==> src/rtl/ram_2r1w_dp_init.sv <==
// Two-read / one-write synchronous RAM on a single clock.
// After reset, a sweep writes INIT_VAL to every word while BUSY is high.
// Each read port has its own enable and valid flag, with a latency of 1 or 2 cycles.
// A read that hits the word being written in the same cycle can forward the new data.
module ram_2r1w_dp_init #(
  parameter int                DATA_W   = 8,
  parameter int                ADDR_W   = 6,
  parameter int                OUT_REG  = 0,
  parameter int                BYPASS   = 1,
  parameter logic [DATA_W-1:0] INIT_VAL = '0
) (
  input  logic              CLK,
  input  logic              SRST_N,
  input  logic              A_EN,
  input  logic [ADDR_W-1:0] A_ADDR,
  output logic [DATA_W-1:0] A_DOUT,
  output logic              A_VALID,
  input  logic              B_EN,
  input  logic [ADDR_W-1:0] B_ADDR,
  output logic [DATA_W-1:0] B_DOUT,
  output logic              B_VALID,
  input  logic              C_WEN,
  input  logic [ADDR_W-1:0] C_ADDR,
  input  logic [DATA_W-1:0] C_DIN,
  output logic              BUSY,
  output logic              C_DROP
);

  localparam int DEPTH = 1 << ADDR_W;

  typedef enum logic {INIT, RUN} state_t;

  state_t            state;
  state_t            state_nxt;
  logic [ADDR_W-1:0] cnt;
  logic [DATA_W-1:0] mem [DEPTH];
  logic              busy;
  logic              drop;

  logic              rd_en   [2];
  logic [ADDR_W-1:0] rd_addr [2];
  logic [DATA_W-1:0] rd_dout [2];
  logic              rd_valid[2];

  assign busy   = (state == INIT);
  assign BUSY   = busy;
  assign C_DROP = drop;

  // State register: reset always restarts the init sweep
  always_ff @(posedge CLK) begin
    if (!SRST_N) state <= INIT;
    else         state <= state_nxt;
  end

  // Next state: leave INIT once the last address has been swept; RUN holds until reset
  always_comb begin
    state_nxt = state;
    case (state)
      INIT:    if (&cnt) state_nxt = RUN;
      RUN:     state_nxt = RUN;
      default: state_nxt = INIT;
    endcase
  end

  // Sweep address counter; it only advances during INIT, so it wraps exactly once, on entry to RUN
  always_ff @(posedge CLK) begin
    if (!SRST_N)   cnt <= '0;
    else if (busy) cnt <= cnt + ADDR_W'(1);
  end

  // Storage: the sweep owns the write port during INIT, the user write port owns it in RUN
  always_ff @(posedge CLK) begin
    if (SRST_N) begin
      if (busy)       mem[cnt]    <= INIT_VAL;
      else if (C_WEN) mem[C_ADDR] <= C_DIN;
    end
  end

  // Flag a write that arrives while the sweep is running, one cycle later
  always_ff @(posedge CLK) begin
    if (!SRST_N) drop <= 1'b0;
    else         drop <= busy && C_WEN;
  end

  // Collect both read ports into arrays so that one generate loop can build them
  always_comb begin
    rd_en[0]   = A_EN;
    rd_en[1]   = B_EN;
    rd_addr[0] = A_ADDR;
    rd_addr[1] = B_ADDR;
  end

  assign A_DOUT  = rd_dout[0];
  assign A_VALID = rd_valid[0];
  assign B_DOUT  = rd_dout[1];
  assign B_VALID = rd_valid[1];

  for (genvar p = 0; p < 2; p++) begin : g_port
    logic              accept;
    logic              hit;
    logic [DATA_W-1:0] word;
    logic [DATA_W-1:0] s1_data;
    logic              s1_valid;

    assign accept = rd_en[p] && !busy;
    assign hit    = (BYPASS != 0) && C_WEN && (C_ADDR == rd_addr[p]);
    assign word   = hit ? C_DIN : mem[rd_addr[p]];

    // First read stage: capture the word on an accepted read; otherwise hold the data and drop valid
    always_ff @(posedge CLK) begin
      if (!SRST_N) begin
        s1_data  <= '0;
        s1_valid <= 1'b0;
      end else begin
        s1_valid <= accept;
        if (accept) s1_data <= word;
      end
    end

    if (OUT_REG != 0) begin : g_oreg
      logic [DATA_W-1:0] s2_data;
      logic              s2_valid;

      // Optional output stage: delay the result by one cycle, holding the data between reads
      always_ff @(posedge CLK) begin
        if (!SRST_N) begin
          s2_data  <= '0;
          s2_valid <= 1'b0;
        end else begin
          s2_valid <= s1_valid;
          if (s1_valid) s2_data <= s1_data;
        end
      end

      assign rd_dout[p]  = s2_data;
      assign rd_valid[p] = s2_valid;
    end else begin : g_direct
      assign rd_dout[p]  = s1_data;
      assign rd_valid[p] = s1_valid;
    end
  end

endmodule

==> config.mk <==
export PLATFORM = sky130hd
export DESIGN_NAME = ram_2r1w_dp_init
export DESIGN_NICKNAME = d
export VERILOG_FILES = /design/src/rtl/ram_2r1w_dp_init.sv
export SDC_FILE = /design/constraint.sdc
export NUM_CORES = 1
export LEC_CHECK = 0
export CAP_MARGIN = 20
export CORE_ASPECT_RATIO = 1.25
export CORE_UTILIZATION = 63
export DETAILED_ROUTE_END_ITERATION = 12
export MAX_ROUTING_LAYER = met4
export PLACE_DENSITY = 0.83
export SYNTH_ARGS = -nofsm -noshare
export SYNTH_HDL_FRONTEND = slang
export SYNTH_SLANG_ARGS = --single-unit
==> constraint.sdc <==
create_clock -name CLK -period 2.8 [get_ports CLK]
set_input_delay 0.7 -clock CLK [delete_from_list [all_inputs] [get_ports CLK]]
set_output_delay 0.7 -clock CLK [all_outputs]
set_load 0.03 [all_outputs]
Word level (Yosys, flattened, before mapping)
Memory sizes are Yosys's and may differ from the RTL's. A register that Yosys moved wholly into a read port is not among the register bits.
Index checks and enable logic that the tools add are counted.
{ "word_totals": {"register_bits": 10, "ram_bits": 512, "input_bits": 31, "word_cells": 27, "memories": 1} }
{ "memory_table": {"columns": ["memory", "depth", "word_bits", "rd", "rd_clocked_by_memory_dff", "write_ports", "line_no", "text"], "rows": [
  ["mem", 64, 8, 2, 2, 1, "36", "logic [DATA_W-1:0] mem [DEPTH];"]
]} }
{ "classes": {"add_sub_neg": 1, "n_mux": 12, "bitwise_logic": 1, "n_reduce_logical": 7} }
{ "ops": {"columns": ["cell", "n"], "rows": [
  ["1-bit two-way mux", 9],
  ["8-bit two-way mux", 1],
  ["8-bit OR reduction", 1],
  ["6-bit by 1-bit adder with 6-bit output (second input constant)", 1],
  ["6-bit two-way mux", 1],
  ["6-bit AND reduction", 1],
  ["1-bit logical AND", 3],
  ["1-bit logical NOT", 2],
  ["1-bit case mux with 2 select lines", 1],
  ["1-bit inverter", 1]
]} }

Longest topological paths before layout
Gate-level depths: netlist of the first run.
{ "logic_depth": {"depth_word": 6, "ltp_mapped": 10} }

Least setup slack after synthesis of the first run
OpenSTA, ideal clock, no wires.
{ "synth_path": {"path_type": "input port to flip-flop", "start": "input C_WEN", "end": "memory mem[32][0] (enable)", "setup_time_ps": 370, "arrival_time_ps": 2172, "required_time_ps": 2430, "path_slack_ps": 258, "cell_stages": 7, "path_buffers": 2, "cell_sequence": "buf_2 > nand3_1 > clkbuf_1 > or3_1 > o31ai_1 > nand2_1 > nor2_1"} }
{ "synth_via": {"elab_chain_cells": 6, "elab_cells_between_ends": 7, "cone_classes": "mux: 6; reduce/logical: 1"} }
{ "synth_lines": {"columns": ["item", "line_no", "text"], "rows": [
  ["from (decl)", "22", "input logic C_WEN,"],
  ["1-bit two-way mux *", "75", "else if (C_WEN) mem[C_ADDR] <= C_DIN;"],
  ["1-bit two-way mux *", "74", "if (busy) mem[cnt] <= INIT_VAL;"],
  ["1-bit two-way mux *", "73", "if (SRST_N) begin"],
  ["1-bit two-way mux (not written as such) *", "75", null],
  ["8-bit OR reduction (no line)", null, null],
  ["6-bit two-way mux (no line) or 1-bit two-way mux (tied branches)", null, null],
  ["to (decl)", "36", null]
]} }
Mark *: on every way between the ends. The rest lies on a longest branch, timed or not.

Worst setup path in the final report of the first run
{ "layout_path": {"start": "input C_WEN", "end": "memory mem[18][5] (enable)"} }
The elaborated chain is that of the path after synthesis.

==> results of run 1 <==
## sequential cells by signal (all words and copies together) (netlist names)
register	cells
state	1
B_DOUT	8
B_VALID	1
C_DROP	1
cnt	6
mem	512
A_DOUT	8
A_VALID	1
## metal layers
layer  track usage [%]  vias to the layer above
met3             8.907                      260
met1             49.12                     8214
met4             18.75                        0
met5                 -                        -
met2             59.83                     1341
li1                  -                     6506
## cell usage in the layout (no fill, tap or decap), drive strengths merged, types with 4 or more instances in the layout
cell type	n
edfxtp	512
buf	281
mux4	257
mux2i	111
nor2	73
clkbuf	68
o21ai	46
clkdlybuf4s50	43
nand2	38
dfxtp	26
a22oi	26
clkinv	24
nand3	17
a221oi	16
a31oi	15
and3	14
nor2b	13
a21oi	13
a211oi	13
inv	11
o211ai	10
and2	10
a41o	8
nand2b	7
xnor2	7
xor2	7
o22ai	7
bufinv	6
o21a	5
o31ai	4
mux2	4
nor3	4
## worst max-delay path, stage by stage
cell,delay [ps]
clkdlybuf4s50_1,550
and3_1,440
buf_4,280
nand3_1,90
o31ai_1,100
nand2_1,110
buf_4,180
nor2_1,190
buf_4,250
## cell families (layout without fill, tap and decap cells)
group | after synthesis | after routing | synth area share (%)
AND/OR/NAND/NOR | 186 | 186 | 3.426
adder cells (fa/ha/maj) | 1 | 1 | 0.04844
flip-flops | 538 | 538 | 61.55
other | 0 | 1 | 0
buffers and inverters | 125 | 437 | 2.747
AO/OA/AOI/OAI | 176 | 176 | 4.811
multiplexers | 372 | 372 | 26.94
XOR/XNOR | 14 | 14 | 0.4748
## worst paths after layout
kind         cells past startpoint                    from                      to
max                              9                   C_WEN    mem[18][5]$_DFFE_PP_
min                              2  B_DOUT[2]$_SDFFE_PN0P_  B_DOUT[2]$_SDFFE_PN0P_
min reg2reg                      2  B_DOUT[2]$_SDFFE_PN0P_  B_DOUT[2]$_SDFFE_PN0P_
max reg2reg                      8        state$_SDFF_PN0_    mem[18][5]$_DFFE_PP_
## area by class of cell
class | instances | share of cell area, %
antenna | 1 | 0.008186
clock buffer | 67 | 4.609
clock inverter | 28 | 0.9537
inverter | 16 | 0.1965
multi-input combinational | 749 | 30.19
sequential | 538 | 52.00
tap | 546 | 2.235
timing repair buffer | 326 | 9.811
## power breakdown
part	internal, mW	total, mW	switching (mW)
registers	8.70	8.73	0.0256
logic	0.609	1.32	0.709
clock network	4.09	7.05	2.96
total	13.4	17.1	3.69
## synthesized netlist by cell type (14+ instances only)
cell type	n	area (um^2)
edfxtp_1	512	15370
mux4_2	257	5788
mux2i_1	110	1101
nor2_1	73	274.0
clkbuf_1	46	172.7
nand2_1	38	142.6
o21ai_0	35	175.2
a22oi_1	26	195.2
dfxtp_1	26	520.5
buf_4	22	165.2
buf_2	21	105.1
nand3_1	17	85.08
a221oi_1	16	140.1
a31oi_1	15	93.84
and3_1	14	87.58
## per-stage QoR
stage                     utilization (%)  instance area (um^2)
after CTS                           75.97                 30550
final                               76.00                 30570
after global placement              71.74                 28850
after floorplan                         -                 25820
after global routing                76.00                 30570
after detailed placement            71.74                 28850
==> results.md, run 1 <==
- The number of hold violations in the final report is 0.
- Max-cap violations in this run came to 0.
- The count of buffers from port buffering is 50.
- The worst hold path belongs to the class reg -> reg.
- The combined area of all synthesized cells is ~26000 um^2.
- CTS built an H-tree with a depth of 2.
- For this run the aggregate overflow at the end of global routing stands at 0.
- The final critical path takes up a little over nine tenths of the cycle.
- The clock-pin slew of the registers on the worst-case setup and hold paths is around 60 ps.
- Measured along the x axis, the die boundary spans approximately 180 um.
- The final routed wire length divided by cell count is 33.54 um.
- The CTS sink count is ~540.
- The number of design-rule violations left by the first detailed-router iteration is 2449.
- The flip-flop cell with the highest count after synthesis is edfxtp_1.
- The first global-routing pass estimated 110900 um of wire.
- The total power divided by cell area is between 500 and 600 nW/um^2.
- Final hold analysis gives a worst-case slack of 609.9 ps.
- The total met2 wirelength after detailed routing is around 37000 um.
- From synthesis to final layout, the design area changed by 18.37%.
- The die outline area is about 42000 um^2.
- STA classifies the critical path startpoint as a primary input.
- The number of enable flip-flop cells after synthesis is 512.
- The count of pins over their slew limit was 0.
- The worst pin sits at a relative slew slack of 49.16%.
- Across the VDD grid, the largest voltage drop is 581.1 uV.
- The initial antenna violation count is 0.
- In this run the vertical extent of the chip is 228.4 um.
- Counting I/O delays and the setup requirement, the final critical path takes between 2000 and 3000 ps.
- STA classifies the critical path endpoint as a flop.
- The highest routing layer actually used is met4.
- After detailed placement, the design holds a cell count of 2175.
- The number of nets in the synthesized netlist is between 1k and 1.5k.
- Adding up every negative setup slack in the final design gives 0 ps.
- The clock tree from TritonCTS is done.
- The flow ran to the end, and the final reports show no timing, DRC or antenna violations.
- The sequential element share of the synthesized area is about three fifths.
- The peak fanout along the critical path is 12.
- Counting distinct cell types in the post-synthesis netlist gives slightly below 60.
- The maximum clock insertion buffer count is 3.
- The actual transition at the worst max-transition pin is 761.0 ps.
- After clock tree synthesis, the repair step resized 0 gates.
- In the global route stage, overall resource usage came out at 38.79%.
- The routed length on met3 is ~9300 um.
- The remaining antenna violation count after routing is 0.
- The latest clock arrival within the worst-skew pair is 590 ps.
- The final weighted congestion of routability-driven global placement is around 1.0.
- Setup repair after global routing left no endpoint under its margin.
- The worst setup slack before clock tree synthesis is -447.2 ps.
- The footprint of the flip-flops and latches is approximately 16000 um^2.
- The total number of placement rows is between 80 and 90.
- At the end of the flow, the number of nets in the layout was ~1.7k.
- Fill cells in the final layout number around 2.2k.
- Cells with a size suffix above 1 make up 36.66% of the layout.
- The I/O pin count is ~50.
- The worst setup skew after layout is 24.72 ps.
- The critical path required time is roughly 3000 ps.
- The routed via count divided by cell count is slightly above 7.
- In this run, post-CTS hold repair placed 0 buffers.
- The critical path is of the in -> reg type.
- Setup violations remaining at the end of the flow were counted as 0.
- The share of flip-flops with an asynchronous set or reset is 0%.
- The total wire length after detailed routing is between 70000 and 80000 um.
- Derived from the worst setup path, the maximum achievable clock frequency is 378.0 MHz.
- The number of setup buffers added after CTS is 0.
- The initial utilization of the core area, before any placement, comes to roughly 64%.
- In this run the register-to-register setup slack is 300 ps.
- The mean area per synthesized cell is 18.29 um^2.
- The wire length the detailed router placed on met1 is 25860 um.
- The region available for standard cell placement spans 40220 um^2.
- For this run, the number of Yosys warnings is 0.
- Counting every instance in the synthesized netlist gives between 1k and 1.5k.
- The number of synthesized register bits is 538.
- The static leakage is around 11 nW.
- Entering global routing, the biggest net connects just over 40 pins.
- Setup slack on the critical path of the routed design comes to ~150 ps.
- The first detailed-routing pass ran for 9 iterations.
- The number of clock buffers added by TritonCTS is 51.
- The HPWL after detailed placement is approximately 53000 um.
- Data arrives at the worst endpoint at approximately 3000 ps.
- The total vias in the final route is roughly 16k.
- In the routed design, unresolved DRC markers number 0.
- The number of global-route vias before repair is 16.45k.
- In the final layout, the multi-input gates occupy between 9000 and 10000 um^2.
- Leaving out filler cells and counting taps, the final layout contains 2271.
- Total power for the finished layout comes to around 17 mW.
- The library cell used as clock root buffer is clkbuf_16.
Power figures use the tool's default switching activity.
==> run 2, diff against run 1 <==
TNS_END_PERCENT = 20   (was unset)
==> results of run 2 <==
The final DEF is identical to that of run 1; final timing and power are the same.
